===== src/rtl/pipe_addsub.sv =====
// -----------------------------------------------------------------------------
// pipe_addsub
// Pipelined ripple-carry adder/subtractor with valid/ready handshake.
//
// The WIDTH-bit operation is cut into STAGES slices of SLICE = WIDTH/STAGES
// bits. Stage k ripples through bits [k*SLICE +: SLICE] using the carry
// registered by stage k-1. Operand bits not yet consumed are carried along
// (skewed) with the transaction. Finished low result slices accumulate stage
// by stage (de-skewed), so the whole of z leaves the last stage together.
//
// Parameters
//   WIDTH   operand/result width, must be a multiple of STAGES
//   STAGES  number of pipeline stages, 1..WIDTH
//
// Ports
//   clk        clock, rising edge
//   rst_n      asynchronous active-low reset, clears control and data
//   in_valid   operand transaction present
//   in_ready   pipe can accept this cycle (= !out_valid || out_ready)
//   x, y       operands A and B
//   c_in       carry-in (add) / borrow-in (sub)
//   sub        0: x + y + c_in, 1: x - y - c_in
//   out_valid  result present
//   out_ready  downstream accepts result
//   z          result, mod 2^WIDTH
//   c_out      carry-out (add) / borrow-out (sub)
//   ovf        signed two's-complement overflow
// -----------------------------------------------------------------------------
module pipe_addsub #(
   parameter int WIDTH  = 64,
   parameter int STAGES = 4
) (
   input  logic             clk,
   input  logic             rst_n,
   input  logic             in_valid,
   output logic             in_ready,
   input  logic [WIDTH-1:0] x,
   input  logic [WIDTH-1:0] y,
   input  logic             c_in,
   input  logic             sub,
   output logic             out_valid,
   input  logic             out_ready,
   output logic [WIDTH-1:0] z,
   output logic             c_out,
   output logic             ovf
);

   localparam int SLICE = WIDTH / STAGES;

   // Whole pipe moves as one; a stalled result freezes every stage.
   logic en;

   assign en       = !out_valid || out_ready;
   assign in_ready = en;

   // Chain of full-adder cells over one slice; returns {carry_out, sum}.
   function automatic logic [SLICE:0] ripple_add(
      input logic [SLICE-1:0] a,
      input logic [SLICE-1:0] b,
      input logic             cin
   );
      logic [SLICE:0] res;
      logic           c;
      c   = cin;
      res = '0;
      for (int i = 0; i < SLICE; i++) begin
         res[i] = a[i] ^ b[i] ^ c;
         c      = (a[i] & b[i]) | (c & (a[i] ^ b[i]));
      end
      res[SLICE] = c;
      return res;
   endfunction

   for (genvar k = 0; k < STAGES; k++) begin : g_stage
      // Operand bits still to be summed when entering stage k.
      localparam int HI = WIDTH - k * SLICE;

      logic [HI-1:0]          a_src;
      logic [HI-1:0]          b_src;
      logic                   c_src;
      logic                   s_src;
      logic                   v_src;
      logic [SLICE:0]         sum_w;
      logic [(k+1)*SLICE-1:0] r_d;
      logic [(k+1)*SLICE-1:0] r_q;
      logic                   vld_q;

      if (k == 0) begin : g_src
         // Subtract folds into add: x + ~y + !c_in.
         assign a_src = x;
         assign b_src = sub ? ~y : y;
         assign c_src = c_in ^ sub;
         assign s_src = sub;
         assign v_src = in_valid;
         assign r_d   = sum_w[SLICE-1:0];
      end else begin : g_src
         assign a_src = g_stage[k-1].g_fwd.xo_q;
         assign b_src = g_stage[k-1].g_fwd.yo_q;
         assign c_src = g_stage[k-1].g_fwd.c_q;
         assign s_src = g_stage[k-1].g_fwd.s_q;
         assign v_src = g_stage[k-1].vld_q;
         assign r_d   = {sum_w[SLICE-1:0], g_stage[k-1].r_q};
      end

      assign sum_w = ripple_add(a_src[SLICE-1:0], b_src[SLICE-1:0], c_src);

      // ---- stage k register boundary ----
      // Data only loads under a real transaction, so bubbles never disturb
      // the held result.
      always_ff @(posedge clk or negedge rst_n) begin
         if (!rst_n) begin
            vld_q <= 1'b0;
            r_q   <= '0;
         end else if (en) begin
            vld_q <= v_src;
            if (v_src) begin
               r_q <= r_d;
            end
         end
      end

      if (k < STAGES - 1) begin : g_fwd
         logic [HI-SLICE-1:0] xo_q;
         logic [HI-SLICE-1:0] yo_q;
         logic                c_q;
         logic                s_q;

         always_ff @(posedge clk or negedge rst_n) begin
            if (!rst_n) begin
               xo_q <= '0;
               yo_q <= '0;
               c_q  <= 1'b0;
               s_q  <= 1'b0;
            end else if (en && v_src) begin
               xo_q <= a_src[HI-1:SLICE];
               yo_q <= b_src[HI-1:SLICE];
               c_q  <= sum_w[SLICE];
               s_q  <= s_src;
            end
         end
      end else begin : g_last
         logic c_msb_in;
         logic co_d;
         logic ovf_d;
         logic co_q;
         logic ovf_q;

         // Carry into the MSB cell recovered from its sum bit: s = a ^ b ^ cin.
         assign c_msb_in = a_src[SLICE-1] ^ b_src[SLICE-1] ^ sum_w[SLICE-1];
         // In subtract mode a missing carry means a borrow happened.
         assign co_d     = sum_w[SLICE] ^ s_src;
         assign ovf_d    = sum_w[SLICE] ^ c_msb_in;

         always_ff @(posedge clk or negedge rst_n) begin
            if (!rst_n) begin
               co_q  <= 1'b0;
               ovf_q <= 1'b0;
            end else if (en && v_src) begin
               co_q  <= co_d;
               ovf_q <= ovf_d;
            end
         end

         assign out_valid = vld_q;
         assign z         = r_q;
         assign c_out     = co_q;
         assign ovf       = ovf_q;
      end
   end

endmodule


===== config.mk =====
export PLATFORM = sky130hd
export DESIGN_NAME = pipe_addsub
export DESIGN_NICKNAME = d
export VERILOG_FILES = /design/src/rtl/pipe_addsub.sv
export SDC_FILE = /design/constraint.sdc
export NUM_CORES = 1
export LEC_CHECK = 0
export CAP_MARGIN = 10
export CORE_MARGIN = 2
export CORE_UTILIZATION = 50
export DETAILED_ROUTE_END_ITERATION = 12
export PLACE_DENSITY = 0.76
export SKIP_CTS_REPAIR_TIMING = 1
export SLEW_MARGIN = 20
export SYNTH_ARGS = -nofsm -noshare
export SYNTH_HDL_FRONTEND = slang
export SYNTH_SLANG_ARGS = --single-unit

===== constraint.sdc =====
create_clock -name clk -period 7.35 [get_ports clk]
set_input_delay 0.735 -clock clk [delete_from_list [all_inputs] [get_ports clk]]
set_output_delay 0.735 -clock clk [all_outputs]
set_load 0.02 [all_outputs]

==> results of run 1 <==
[state kept, by name, summed over array words and instances (netlist names), 3 cells and up]
name,flops
g_stage.g_fwd.c_q,3
g_stage.g_fwd.s_q,3
g_stage.g_fwd.xo_q,96
g_stage.g_fwd.yo_q,96
g_stage.r_q,96
g_stage.vld_q,3
z,64
[per-stage QoR]
step	utilization (%)	worst slack (ps)	hold slack (ps)	setup TNS (ps)	std cells
6_report	62.0	121	263	0	1657
5_1_grt	62.0	-16.6	348	-16.6	1656
4_1_cts	61.7	-70.3	330	-70.3	1655
3_5_place_dp	57.6	-455	488	-595	1587
3_3_place_gp	57.6	-402	482	-437	1587
2_1_floorplan	-	-238	436	-238	1034
[worst register-to-register path, cell delays in order (launching register included)]
cell     delay (ps)
dfrtp_1         370
inv_1            90
fa_1            190
inv_1            70
fa_2            350
fa_2            350
fa_2            350
fa_1            390
fa_2            360
fa_1            390
fa_1            390
fa_2            350
fa_2            340
fa_1            380
fa_2            350
fa_1            380
fa_1            390
fa_2            360
fa_1            500
xnor2_1         210
xnor2_1          90
mux2_2          260
[cell usage after synthesis]
cell type	instances	area share, %
nand3_1	5	0.16
ha_1	1	0.079
dfrtp_1	364	58
o21ai_0	8	0.25
xor2_1	5	0.28
mux2_2	243	17
nand2b_4	1	0.087
mux2i_1	21	1.3
buf_4	15	0.71
buf_1	2	0.048
nand2_2	1	0.040
mux2_4	45	4.3
nand2_1	4	0.095
buf_6	12	0.86
inv_1	57	1.4
and2_1	1	0.040
fa_1	64	8.1
xnor2_1	63	3.5
a21oi_1	92	2.9
clkbuf_1	10	0.24
buf_2	20	0.63
[routing by layer]
layer	GRT usage [%]	share of wire [%]	up-vias
met2	31.2	49	176
li1	-	-	3887
met4	5.30	1.9	0
met5	0	0	-
met3	3.71	5.0	50
met1	26.0	44	4394
[power by group]
group / switching [W] / internal, W / leakage, nW
logic: 0.00137 / 0.00181 / 3.44
clock network: 0.000774 / 0.00115 / 0.639
registers: 0.000547 / 0.00295 / 4.20
total: 0.00269 / 0.00590 / 8.28
[cell families after synthesis]
family / after synthesis
AND/OR/NAND/NOR: 12
multiplexers: 309
AO/OA/AOI/OAI: 100
adder cells (fa/ha/maj): 65
buffers and inverters: 116
XOR/XNOR: 68
flip-flops: 364
[final cells by class]
class                      count  share of cell area [%]
clock inverter                10                   0.290
timing repair buffer         210                    10.9
clock buffer                  58                    6.29
sequential                   364                    46.9
multi-input combinational    554                    31.9
tap                          402                    2.59
antenna                        2                  0.0258
inverter                      57                    1.10
[worst paths after layout]
path | slack [ps] | endpoint | cells after the start | startpoint
max | 120 | g_stage[0].r_q[15] | 22 | sub
max in group asynchronous | 5520 | z[8] | 2 | rst_n
max reg2reg | 320 | ovf | 21 | g_stage[2].g_fwd.xo_q[0]
min | 260 | z[25] | 1 | rst_n
min reg2reg | 490 | g_stage[2].r_q[19] | 1 | g_stage[1].r_q[19]
min in group clk | 490 | g_stage[2].r_q[19] | 1 | g_stage[1].r_q[19]
==> results.json, run 1 <==
{
  "cts.clk_slew.worst_paths_ps": 60,
  "worstPathMaxFanout": 5,
  "path_buf_inv": 4,
  "hold_viol": 0,
  "coreArea_um2": 31300,
  "rsz0062_at_grt": "true",
  "drt_first_pass_iters": 4,
  "period_minus_slack_ps": 7230,
  "grt-ovfl-total": 0,
  "synth_top_family_by_area": "multiplexers",
  "ir_worst_vdd_mv": 0.233,
  "place_area_um2": 18000,
  "crit_type": "in2reg",
  "wire_per_inst_um": 18.2,
  "clkLatencyLatePin_ps": 510,
  "p_per_area_nw_per_um2": 443,
  "post-dp-hpwl_mm": 19.0,
  "tightest_slew_ps": 1060,
  "cap_violations": 0,
  "yosysSeqAreaShare_pct": 57.7,
  "antenna_found_initial": 2,
  "clock_path_buffers": 3,
  "areaGrowthSynthToFinish_pct": 22.9,
  "start_util_pct": 50.4,
  "multi_input_area_um2": 6190,
  "status": "finished clean",
  "grt_pass1_wl_mm": 49.6,
  "first_iter_violations": 355,
  "nNetsFinal": 1426,
  "skew_ps": 8.29,
  "arrival_ps": 7630,
  "required_ps": 7750,
  "regArea_um2": 9110,
  "crit_path_end_kind": "flop",
  "total_power_w": 0.00859,
  "dieArea_um2": 33000,
  "cts_root_buffer": "clkbuf_16",
  "critical_path.most_common_cell": "fa_2",
  "final_common_cell": "dfrtp_1",
  "synth_mux_area_share_pct": 22.9,
  "cts_tree": "done",
  "synth_xor_area_share_pct": 3.77,
  "numPortBuffers": 201,
  "cp-start-kind": "primary input",
  "power.leakage_nw": 8.28,
  "globalplace.congestion": 0.719,
  "vias": 8507,
  "finalSetupViolCount": 0,
  "clock-sinks": 364,
  "yosys.area_share.simple_pct": 0.420,
  "avgSynthCellArea_um2": 15.3,
  "yosysWarnings": 0,
  "die_width_um": 182,
  "maxSlewViolCount": 0,
  "ys_types": 21,
  "wl_mm": 30.2,
  "vias_per_cell": 5.13,
  "io_pins": 202,
  "relSlewSlack_pct": 29.5,
  "synthAdderAreaFrac_pct": 8.19,
  "track_usage_pct": 19.0,
  "htreeDepth": 2,
  "grt_pass1_vias": 9247,
  "crit_path_max_incr_delay_ps": 430,
  "most-common-layout-cells": "dfrtp_1 (364), mux2_2 (242), clkdlybuf4s50_1 (195), a21oi_1 (92), xnor2_1 (61)",
  "synth-compound-area-share_pct": 3.17,
  "ant_nets": 0,
  "cts_inserted_buffers": 40,
  "worstHoldPathType": "in2async",
  "syn_area_um2": 15800,
  "layout-drive-gt1-share_pct": 31.8,
  "num_rows": 65,
  "final_cell_area_um2": 19400,
  "nFillCells": 2331,
  "ys_ff_latch": 364,
  "cp_top_family": "adder cells",
  "fin_crit_sh_pct": 98.3,
  "syn_inst": 1034,
  "cp_slowest_cell": "fa_2",
  "grt_max_degree": 188,
  "max_freq_mhz": 138,
  "syn_nets": 1233,
  "die_height_um": 182,
  "drc_errors": 0,
  "crit_path_cell_trace": "buf_12, xnor2_4, fa_2, fa_2, fa_2, fa_2, fa_2, fa_2, fa_2, fa_2, fa_2, fa_2, fa_2, fa_2, fa_2, inv_2, fa_2, inv_2, fa_2, inv_2, fa_1, mux2_4"
}
No activity file was read; power rests on OpenSTA's default activity.
==> run 2: changes to the inputs <==
--- a/config.mk
+++ b/config.mk
@@ -6,10 +6,12 @@
 export NUM_CORES = 1
 export LEC_CHECK = 0
 export CAP_MARGIN = 10
+export CELL_PAD_IN_SITES_DETAIL_PLACEMENT = 0
+export CELL_PAD_IN_SITES_GLOBAL_PLACEMENT = 1
 export CORE_MARGIN = 2
-export CORE_UTILIZATION = 50
+export CORE_UTILIZATION = 42
 export DETAILED_ROUTE_END_ITERATION = 12
-export PLACE_DENSITY = 0.76
+export PLACE_DENSITY_LB_ADDON = 0.1
 export SKIP_CTS_REPAIR_TIMING = 1
 export SLEW_MARGIN = 20
 export SYNTH_ARGS = -nofsm -noshare
==> run 2 against run 1 <==
  * Sequential share of layout area shrank 0.32 points
  * Register-to-register slack lost 30 ps
  * Critical path depth is the same
  * Fmax grew 0.38%
  * Largest power group unchanged
  * First-iteration DRC count shrank 17%
  * Final area grew 0.68%
  * Sequential power is essentially flat
==> results.json, run 2 (synthesized netlist as in run 1, its figures left out) <==
{
  "die_height_um": 198,
  "final_common_cell": "dfrtp_1",
  "r2r_start": "g_stage[2].g_fwd.xo_q[0]",
  "die_width_um": 198,
  "crit_type": "in2reg",
  "nNetsFinal": 1428,
  "track_usage_pct": 16.6,
  "fin_ws_ps": 149,
  "cts.clk_slew.worst_paths_ps": 60,
  "ant_nets": 0,
  "dieArea_um2": 39200,
  "multi_input_area_um2": 6190,
  "dp.cells": 1659,
  "required_ps": 7770,
  "worstHoldPathType": "in2async",
  "vias": 8442,
  "nFillCells": 3202,
  "coreArea_um2": 37300,
  "grt_max_degree": 176,
  "status": "finished clean",
  "io_pins": 202,
  "fin_crit_sh_pct": 98.0,
  "skew_ps": 16.7,
  "cts_root_buffer": "clkbuf_16",
  "period_minus_slack_ps": 7200,
  "drt_first_pass_iters": 4,
  "wire_per_inst_um": 18.0,
  "crit_path_max_incr_delay_ps": 420,
  "htreeDepth": 2,
  "numPortBuffers": 201,
  "hold_viol": 0,
  "antenna_found_initial": 1,
  "layout-drive-gt1-share_pct": 31.4,
  "cp.depth": 22,
  "critical_path.most_common_cell": "fa_2",
  "worstPathMaxFanout": 1,
  "crit_path_end": "g_stage[0].r_q[15]",
  "path_buf_inv": 4,
  "clkLatencyLatePin_ps": 540,
  "diodes": 0,
  "cp-start-kind": "primary input",
  "regToRegSetupSlack_ps": 290,
  "cts_tree": "done",
  "cap_violations": 0,
  "cp_top_family": "adder cells",
  "first_iter_violations": 296,
  "rsz0062_at_grt": "true",
  "arrival_ps": 7620,
  "globalplace.congestion": 0.708,
  "finalSetupViolCount": 0,
  "cts_inserted_buffers": 42,
  "fin_cells": 1732,
  "cp_slowest_cell": "fa_2",
  "grt_pass1_vias": 9125,
  "reg2reg_to": "ovf",
  "num_rows": 71,
  "pre_cts_slack_ps": -458,
  "reg_top3": "g_stage.g_fwd.xo_q: 96 flops, g_stage.g_fwd.yo_q: 96 flops, g_stage.r_q: 96 flops",
  "p_per_area_nw_per_um2": 442,
  "rr_worst_depth": 21,
  "grt_pass1_wl_mm": 50.7,
  "power.leakage_nw": 8.30,
  "grt-ovfl-total": 0,
  "clock-sinks": 364,
  "relSlewSlack_pct": 34.5,
  "maxSlewViolCount": 0,
  "max_freq_mhz": 139,
  "tightest_slew_ps": 983,
  "drc_errors": 0,
  "crit_path_end_kind": "flop",
  "areaGrowthSynthToFinish_pct": 23.7,
  "worstSetupStartpoint": "c_in",
  "regArea_um2": 9110,
  "crit_path_cell_trace": "buf_8, xnor2_4, fa_2, fa_2, fa_2, fa_2, fa_2, fa_2, fa_2, fa_2, fa_2, fa_2, fa_2, fa_2, fa_2, inv_2, fa_2, inv_2, fa_2, inv_2, fa_1, mux2_4",
  "post-dp-hpwl_mm": 19.2,
  "wl_mm": 31.3,
  "most-common-layout-cells": "dfrtp_1 (364), mux2_2 (242), clkdlybuf4s50_1 (195), a21oi_1 (92), xnor2_1 (61)",
  "vias_per_cell": 4.87,
  "start_util_pct": 42.3,
  "clock_path_buffers": 3,
  "ir_worst_vdd_mv": 0.336
}
[run 2: cell types whose count changed in the layout (fill, tap and decap cells not counted), sizes merged]
cell,previous run,this run
clkbuf,58,62
clkinv,9,11
diode,2,0
bufinv,0,1
clkinvlp,1,0
dlymetal6s2s,2,1
[run 2: stage by stage]
step	total power, W	utilization, %	hold slack (ps)	instance area (µm²)	TNS (ps)
CTS	0.00880	52.2	338	19500	-16.0
global route	0.00928	52.4	364	19500	-33.3
global placement	0.00668	48.6	482	18100	-501
floorplan	0.00565	-	436	15800	-238
detailed placement	0.00677	48.6	488	18100	-566
finish	0.00864	52.4	270	19500	0
[run 2: worst min-delay path by stage]
stage	from	end	slack, ps	depth (start not counted)
final	rst_n	z[54]	270	1
after global routing	rst_n	z[56]	360	1
after CTS	rst_n	z[55]	340	1
after detailed placement	g_stage[1].r_q[0]	g_stage[2].r_q[0]	490	1
after global placement	g_stage[1].r_q[27]	g_stage[2].r_q[27]	480	1
after floorplan	rst_n	c_out	440	0
[run 2: routing by layer]
metal,track usage (%),wire [µm],vias up
li1,-,-,3876
met1,23.6,14800,4356
met2,25.8,14400,162
met3,3.88,1520,46
met4,4.59,583,2
met5,0,13,-
[run 2: power by group]
| group | total (W) | internal, W | switching, W |
|---|---|---|---|
| sequential | 0.00348 | 0.00295 | 0.000533 |
| clock | 0.00199 | 0.00120 | 0.000790 |
| combinational | 0.00317 | 0.00181 | 0.00136 |
| total | 0.00864 | 0.00595 | 0.00269 |
[run 2: worst register-to-register path, stage by stage (launching register included)]
cell and delay [ps]:
dfrtp_1 380, inv_1 80, fa_1 170, inv_1 50, fa_1 380, fa_1 400
fa_2 360, fa_2 350, fa_1 390, fa_1 380, fa_1 380, fa_1 390
fa_1 390, fa_1 390, fa_2 350, fa_2 340, fa_1 380, fa_2 370
fa_1 470, xnor2_1 210, xnor2_1 80, mux2_2 250
[run 2: cell type report]
class                           count  share of cell area (%)
Sequential cell                   364                    46.6
Multi-Input combinational cell    554                    31.7
Timing Repair Buffer              210                    10.8
Clock buffer                       61                    6.33
Tap cell                          474                    3.04
Inverter                           57                    1.10
Clock inverter                     12                   0.455
==> run 3: changes to the inputs <==
--- a/config.mk
+++ b/config.mk
@@ -11,6 +11,7 @@
 export CORE_MARGIN = 2
 export CORE_UTILIZATION = 42
 export DETAILED_ROUTE_END_ITERATION = 12
+export GPL_TIMING_DRIVEN = 1
 export PLACE_DENSITY_LB_ADDON = 0.1
 export SKIP_CTS_REPAIR_TIMING = 1
 export SLEW_MARGIN = 20
==> results of run 3 <==
The final DEF is identical to that of run 2; final timing and power are the same.
